File: src/rtl/mips_wb_pkg.sv
// mips_wb_pkg: shared widths, forwarding codes and the late-write FIFO entry.
package mips_wb_pkg;
  localparam int REG_ADDR_W = 5;
  localparam int DATA_W = 32;
  localparam logic [1:0] FWD_PORT1 = 2'b01;
  localparam logic [1:0] FWD_PORT2 = 2'b10;
  typedef struct packed {
    logic                  valid;
    logic [REG_ADDR_W-1:0] wreg;
    logic [DATA_W-1:0]     data;
  } wb_entry_t;
endpackage

File: src/rtl/wb_late_fifo.sv
// wb_late_fifo: pending late-result queue with per-entry squash by destination register.
module wb_late_fifo
  import mips_wb_pkg::*;
#(
  parameter int DEPTH = 2,
  parameter int PTR_W = DEPTH > 1 ? $clog2(DEPTH) : 1,
  parameter int CNT_W = $clog2(DEPTH + 1)
) (
  input  logic                  Clk,
  input  logic                  Reset,
  input  logic                  push,
  input  logic [REG_ADDR_W-1:0] push_reg,
  input  logic [DATA_W-1:0]     push_data,
  input  logic                  pop,
  input  logic                  squash,
  input  logic [REG_ADDR_W-1:0] squash_reg,
  output wb_entry_t             head,
  output logic [CNT_W-1:0]      count
);
  wb_entry_t mem [DEPTH];
  logic [PTR_W-1:0] rd_ptr, wr_ptr;
  function automatic logic [PTR_W-1:0] nxt(input logic [PTR_W-1:0] p);
    return p == PTR_W'(DEPTH - 1) ? '0 : p + 1'b1;
  endfunction
  assign head = mem[rd_ptr];
  always_ff @(posedge Clk)
    if (Reset) begin
      rd_ptr <= '0;
      wr_ptr <= '0;
      count  <= '0;
    end else begin
      for (int i = 0; i < DEPTH; i++)
        if (squash && mem[i].wreg == squash_reg) mem[i].valid <= 1'b0;
      if (push) begin
        mem[wr_ptr] <= '{valid: 1'b1, wreg: push_reg, data: push_data};
        wr_ptr      <= nxt(wr_ptr);
      end
      if (pop) rd_ptr <= nxt(rd_ptr);
      count <= count + CNT_W'(push) - CNT_W'(pop);
    end
endmodule

File: src/rtl/wb_write_port_arbiter.sv
// wb_write_port_arbiter: MEM/WB register merging pipeline writes with queued late results.
// Define WB_WRITE_STATS_EN to add per-source write counters.
module wb_write_port_arbiter
  import mips_wb_pkg::*;
#(
  parameter int DEPTH = 2,
  parameter int PTR_W = DEPTH > 1 ? $clog2(DEPTH) : 1,
  parameter int CNT_W = $clog2(DEPTH + 1)
) (
  input  logic                  Clk,
  input  logic                  Reset,
  input  logic                  RegWrite_MEM,
  input  logic                  MemtoReg_MEM,
  input  logic [REG_ADDR_W-1:0] Write_Register_MEM,
  input  logic [DATA_W-1:0]     ALU_Result_MEM,
  input  logic [DATA_W-1:0]     Read_Data_MEM,
  input  logic                  Late_Valid,
  input  logic [REG_ADDR_W-1:0] Late_Register,
  input  logic [DATA_W-1:0]     Late_Data,
  output logic                  Late_Ready,
  input  logic [REG_ADDR_W-1:0] Read_Address_1_ID,
  input  logic [REG_ADDR_W-1:0] Read_Address_2_ID,
  output logic [REG_ADDR_W-1:0] Write_Register_WB,
  output logic [DATA_W-1:0]     Write_Data_WB,
  output logic                  RegWrite_WB,
  output logic [1:0]            Forward_Reg_Delay
`ifdef WB_WRITE_STATS_EN
  ,
  output logic [31:0]           Pipe_Write_Count,
  output logic [31:0]           Late_Write_Count
`endif
);
  logic pipe_wr, pop, accept, bypass, push, late_wr, fwd_ok;
  wb_entry_t head;
  logic [CNT_W-1:0] count;
  assign pipe_wr    = RegWrite_MEM && Write_Register_MEM != '0;
  assign pop        = !pipe_wr && count != '0;
  assign Late_Ready = !Reset && (count < CNT_W'(DEPTH) || pop);
  assign accept     = Late_Valid && Late_Ready;
  assign bypass     = accept && !pipe_wr && count == '0 && Late_Register != '0;
  // results for $0 or for the register the pipeline is writing right now are dropped
  assign push       = accept && Late_Register != '0 &&
                      (pipe_wr ? Late_Register != Write_Register_MEM : count != '0);
  assign late_wr    = (pop && head.valid) || bypass;
  wb_late_fifo #(.DEPTH(DEPTH), .PTR_W(PTR_W), .CNT_W(CNT_W)) u_fifo (
    .Clk        (Clk),
    .Reset      (Reset),
    .push       (push),
    .push_reg   (Late_Register),
    .push_data  (Late_Data),
    .pop        (pop),
    .squash     (pipe_wr),
    .squash_reg (Write_Register_MEM),
    .head       (head),
    .count      (count)
  );
  always_ff @(posedge Clk)
    if (Reset) begin
      RegWrite_WB       <= 1'b0;
      Write_Register_WB <= '0;
      Write_Data_WB     <= '0;
    end else begin
      RegWrite_WB <= pipe_wr || late_wr;
      if (pipe_wr) begin
        Write_Register_WB <= Write_Register_MEM;
        Write_Data_WB     <= MemtoReg_MEM ? Read_Data_MEM : ALU_Result_MEM;
      end else if (pop && head.valid) begin
        Write_Register_WB <= head.wreg;
        Write_Data_WB     <= head.data;
      end else if (bypass) begin
        Write_Register_WB <= Late_Register;
        Write_Data_WB     <= Late_Data;
      end
    end
  assign fwd_ok            = RegWrite_WB && Write_Register_WB != '0;
  assign Forward_Reg_Delay = (fwd_ok && Write_Register_WB == Read_Address_1_ID ? FWD_PORT1 : 2'b00) |
                             (fwd_ok && Write_Register_WB == Read_Address_2_ID ? FWD_PORT2 : 2'b00);
`ifdef WB_WRITE_STATS_EN
  always_ff @(posedge Clk)
    if (Reset) begin
      Pipe_Write_Count <= '0;
      Late_Write_Count <= '0;
    end else begin
      Pipe_Write_Count <= Pipe_Write_Count + 32'(pipe_wr);
      Late_Write_Count <= Late_Write_Count + 32'(late_wr);
    end
`endif
endmodule
File: config.mk
export PLATFORM = sky130hd
export DESIGN_NAME = wb_write_port_arbiter
export DESIGN_NICKNAME = d
export VERILOG_FILES = /design/src/rtl/mips_wb_pkg.sv /design/src/rtl/wb_late_fifo.sv /design/src/rtl/wb_write_port_arbiter.sv
export SDC_FILE = /design/constraint.sdc
export NUM_CORES = 1
export LEC_CHECK = 0
export CORE_MARGIN = 1.5
export CORE_UTILIZATION = 40
export DETAILED_ROUTE_END_ITERATION = 6
export PLACE_DENSITY = 0.8
export SLEW_MARGIN = 25
export SYNTH_ARGS = -nofsm -noshare
export SYNTH_HDL_FRONTEND = slang
export SYNTH_SLANG_ARGS = --single-unit
File: constraint.sdc
create_clock -name Clk -period 7.75 [get_ports Clk]
set_clock_uncertainty 0.1 [all_clocks]
set_input_delay 1.55 -clock Clk [delete_from_list [all_inputs] [get_ports Clk]]
set_output_delay 1.55 -clock Clk [all_outputs]
set_load 0.05 [all_outputs]
* Yosys cells after proc, flatten, opt, wreduce, memory -nomap -nowiden
Memories as Yosys holds them, arrays and structs flattened. A register that Yosys moved wholly into a read port is not among the register bits. Cells that the tools add are included.
Storage, ports and cells: word-level logic and storage cells 67, output and inout bits 41, RAM bits 76, input port bits 121, memories kept 1, register bits after elaboration 42
Operators by class: equal/unequal tests 5, mux-type cells 23, bitwise operators 1, $add $sub $neg 4, order comparisons 1, reductions and logical operators 26
Memories:
- u_fifo.mem | depth 2, bits a word 38, rd ports 3, clocked after Yosys merged registers in 1, write ports 3, line wb_late_fifo.sv:20 | wb_entry_t mem [DEPTH];
Operator list (count):
- $mux 32 | 4
- $eq 5x5->1 | 4
- $logic_and 1x1->1 | 15
- $mux 1 | 15
- $mux 5 | 3
- $reduce_bool 5->1 | 3
- $ne 5x5->1 | 1
- $logic_or 1x1->1 | 3
- $reduce_bool 3->1 | 1
- $add 1x1->1 const B | 2
- $add 2x1->2 | 1
- $logic_not 1->1 | 2
- $logic_not 2->1 | 1
- $lt 2x2->1 const B | 1
- $mux 2 | 1
- $or 1x2->2 | 1
- $reduce_bool 2->1 | 1
- $sub 2x1->2 | 1

* Longest topological paths before layout
depth in word-level cells 13, gate-level depth with buffers 9, mapped depth without buffers 7

* Cells and area by module
A second synthesis with hierarchy kept.
Second synthesis, totals: cells, all modules 438, area, all modules 5604.1 sq um
By module, submodules not included:
- wb_late_fifo | seq. area each 2362.3 sq um, instances 1, area each 3060.4 sq um, cells each 157
- wb_write_port_arbiter | seq. area each 760.7 sq um, instances 1, area each 2543.7 sq um, cells each 281

* Least setup slack after synthesis
OpenSTA, ideal clock, no wires.
kind in2out, from input port Write_Register_MEM[2], to output port Late_Ready, buffers on the path 3, setup slack 2581 ps, cell stages on the path 6, data required time 6100 ps, arrival 3519 ps, cells stage by stage buf_6 -> or4_4 -> o21a_1 -> buf_6 -> clkbuf_1 -> a21oi_1
On the way: word-level cells in the longest chain between the ends 6
Ends and longest elaborated chain:
- start: declaration | line wb_write_port_arbiter.sv:14 | input logic [REG_ADDR_W-1:0] Write_Register_MEM,
- $reduce_bool 5->1 | line wb_write_port_arbiter.sv:36 | assign pipe_wr = RegWrite_MEM && Write_Register_MEM != '0;
- $logic_and 1x1->1 | line wb_write_port_arbiter.sv:36
- $logic_not 1->1 | line wb_write_port_arbiter.sv:37 | assign pop = !pipe_wr && count != '0;
- $logic_and 1x1->1 | line wb_write_port_arbiter.sv:37
- $logic_or 1x1->1 | line wb_write_port_arbiter.sv:38 | assign Late_Ready = !Reset && (count < CNT_W'(DEPTH) || pop);
- $logic_and 1x1->1 | line wb_write_port_arbiter.sv:38
- end: declaration | line wb_write_port_arbiter.sv:20 | output logic Late_Ready,
Every way passes these cells.

* Worst setup path in the final report
from input port Write_Register_MEM[3], to output port Late_Ready
The elaborated chain is that of the path after synthesis.

==> results.cfg <==
[run_status]
outcome = finished, final reports clean

[final_layout]
synthToLayoutAreaGrowth_pct = 43.6
multi_input_area_um2 = 2020
fin_util = 0.597
drive_above_1_share = 0.0875
nets = 692
stdcell_count = 755
antenna_cells = 0
regArea_um2 = 3120
fillers = 1048

[clocking]
cts_buffers = 17
clock_latency_ns = 0.39
clock-root-buffer = clkbuf_16
numClockSinks = 119
clock_path_buffers = 2
cts-resized-gates = 0
cts_tree = built
ctsHoldBuffers = 0
cts.clk_slew.worst_paths_ns = 0.05
htree_levels = 4
cts_setup_buffers = 0

[power]
p_switching_uw = 823
p_int_mw = 1.59
p_leak_nw = 2.66
swShare = 0.340
p_per_area_nw_per_um2 = 316
pwr-share-clk = 0.343
worst_ir_drop_vdd_mv = 0.153
p_seq_frac = 0.336
pwr-share-comb = 0.321
total_power_mw = 2.42

[synthesis]
yosys_register_bits = 119
ys_seq_area_frac = 0.586
yosysUniqueCellTypes = 43
synth_edf_count = 74
async_flop_share = 0
syn-cell-area_um2 = 5330
syn_avg_cell_area_um2 = 12.6
synthFlopType = edfxtp_1
synth_fp_nets = 546
yosysWarnings = 0
syn_inst = 424

[floorplanning]
rows = 41
floorplan.initialDensity = 0.415
boundaryPins = 162
die-area_um2 = 14000
core-area_um2 = 12800
die_h_um = 118
fp.dieW_um = 118

[placement]
dpl.hpwl_um = 8940
place.gp.congestion = 0.911
dp.cells = 722
numPortBuffers = 161

[route]
vias_per_cell = 5.71
vias = 4308
firstDrtPassIters = 5
drc = 0
drt_iter0_drc = 463
wl_per_cell_um = 18.6
postRouteAntennaNets = 0
routed_wirelength_um = 14100

[setup_path]
cp.arrival_ns = 3.88
critPathKind = in2out
startpoint_type = primary input
crit_top_cell = clkdlybuf4s50_1
crit_fanout = 5
cp-end-kind = primary output
cp_slowest_cell = clkdlybuf4s50_1
cp_cell_sequence = clkdlybuf4s50_1 -> or4_4 -> o21a_1 -> a21oi_1 -> clkdlybuf4s50_1
cp_slowest_stage_delay_ns = 0.84
crit_required_ns = 6.10

[timing]
post-route-min-period_ns = 5.53
fin_setup_tns_ns = 0
worstMarginPinSlew_ns = 0.990
setup_viol = 0
final-hold-violation-count = 0
fmax_mhz = 181
rsz0062_at_grt = no
fin_crit_sh = 0.714
report.final.slew_viol_count = 0
hold_ws_ns = 0.382
slew_headroom = 0.339

[grt]
antenna_found_initial = 0
grt_use_total = 0.200
grt.overflow.total = 0
grt_pass1_vias = 4474
grt_pass1_wl_um = 22600
grt_max_degree = 47

[job]
drv_cap = 0

[hold_path]
holdCritPathClass = reg2reg
==> cells in the mapped netlist (2+ instances only) <==
master / n / area share
a211oi_1: 32 / 0.045
a21o_1: 4 / 0.0056
a21oi_1: 5 / 0.0047
a221oi_1: 36 / 0.059
a22oi_1: 33 / 0.047
and2_1: 2 / 0.0023
buf_1: 4 / 0.0028
buf_2: 4 / 0.0038
buf_6: 5 / 0.011
clkbuf_1: 24 / 0.017
dfxtp_1: 45 / 0.17
edfxtp_1: 74 / 0.42
inv_1: 3 / 0.0021
mux2i_1: 32 / 0.060
nand3_1: 2 / 0.0019
nand4_1: 3 / 0.0035
nor2_1: 11 / 0.0078
nor2b_1: 2 / 0.0023
nor3_1: 12 / 0.011
nor4_1: 2 / 0.0023
o21ai_0: 37 / 0.035
o21ai_4: 2 / 0.0061
o221ai_1: 4 / 0.0066
or4_4: 2 / 0.0042
xnor2_1: 17 / 0.028
xor2_1: 10 / 0.016
==> power by group through the flow <==
stage | Sequential (mW) | Combinational, mW | Clock (mW)
floorplan | 0.940 | 0.410 | 0
global placement | 0.820 | 0.756 | 0
detailed placement | 0.825 | 0.771 | 0
CTS | 0.813 | 0.777 | 0.837
global route | 0.822 | 0.838 | 0.872
finish | 0.813 | 0.775 | 0.829
==> cells in the final DEF (no fill, tap or decap), types with 2 or more instances in the layout <==
cell	netlist	final
clkdlybuf4s50_1	0	159
edfxtp_1	74	74
dfxtp_1	45	45
o21ai_0	37	37
a221oi_1	36	36
a22oi_1	33	33
mux2i_1	32	32
a211oi_1	32	32
xnor2_1	17	17
clkbuf_16	0	17
nor3_1	12	12
xor2_1	10	10
nor2_1	11	9
a21oi_1	5	5
inv_6	0	5
o221ai_1	4	4
bufinv_16	0	4
inv_1	3	3
nand4_1	3	3
a21o_1	4	3
buf_4	1	3
or4_4	2	2
o21ai_4	2	2
nand3_1	2	2
nor4_1	2	2
and2_1	2	2
clkinvlp_4	0	2
buf_2	4	2
==> worst paths after layout <==
check                                                      end  slack (ns)                        from  depth (start not counted)
worst max-delay path                                Late_Ready        2.22       Write_Register_MEM[3]                          5
worst min-delay path                u_fifo.wr_ptr$_SDFFE_PP0P_        0.38  u_fifo.wr_ptr$_SDFFE_PP0P_                          1
worst max register to register  Write_Data_WB[17]$_SDFFE_PP0P_        5.02  u_fifo.count[1]$_SDFF_PP0_                          5
worst min register to register      u_fifo.wr_ptr$_SDFFE_PP0P_        0.38  u_fifo.wr_ptr$_SDFFE_PP0P_                          1
==> registers in the layout (all words and copies together) (netlist names), named ones only <==
register,flops
u_fifo.mem,76
u_fifo.count,2
u_fifo.wr_ptr,1
Write_Data_WB,32
RegWrite_WB,1
Write_Register_WB,5
u_fifo.rd_ptr,1
==> logic make-up after synthesis <==
| family | count (synthesis) | synth area share |
|---|---|---|
| AOI/OAI and AO/OA | 159 | 0.220 |
| and+or+nand+nor | 44 | 0.0463 |
| buffers and inverters | 41 | 0.0376 |
| xor gates and xnor gates | 27 | 0.0444 |
| muxes | 33 | 0.0630 |
| DFF | 119 | 0.586 |
| adders and majority gates | 1 | 0.00235 |
==> per-layer routing <==
metal,global-route usage,share of wire,vias up
li1,-,-,2002
met1,0.251,0.42,2080
met2,0.347,0.50,217
met3,0.0454,0.075,9
met4,0.0557,0.0065,0
met5,0,0,-
==> metrics by stage <==
step	cell area, um^2	setup WS, ns
final	7650	2.22
after global routing	7650	2.09
after CTS	7620	2.22
after detailed placement	7000	2.23
after global placement	7000	2.24
after floorplan	5330	2.58
==> layout make-up <==
cell class | count | share of cell area
Clock inverter | 14 | 0.0257
Sequential cell | 119 | 0.408
Tap cell | 172 | 0.0281
Timing Repair Buffer | 165 | 0.216
Clock buffer | 18 | 0.0561
Inverter | 3 | 0.00147
Multi-Input combinational cell | 264 | 0.265
==> critical path: cells and delay by family <==
| kind | cells | cell delay, ns |
|---|---|---|
| buf+inv | 2 | 1.36 |
| simple gates | 1 | 0.62 |
| compound gates | 2 | 0.35 |
(Power assumes the default switching activity.)
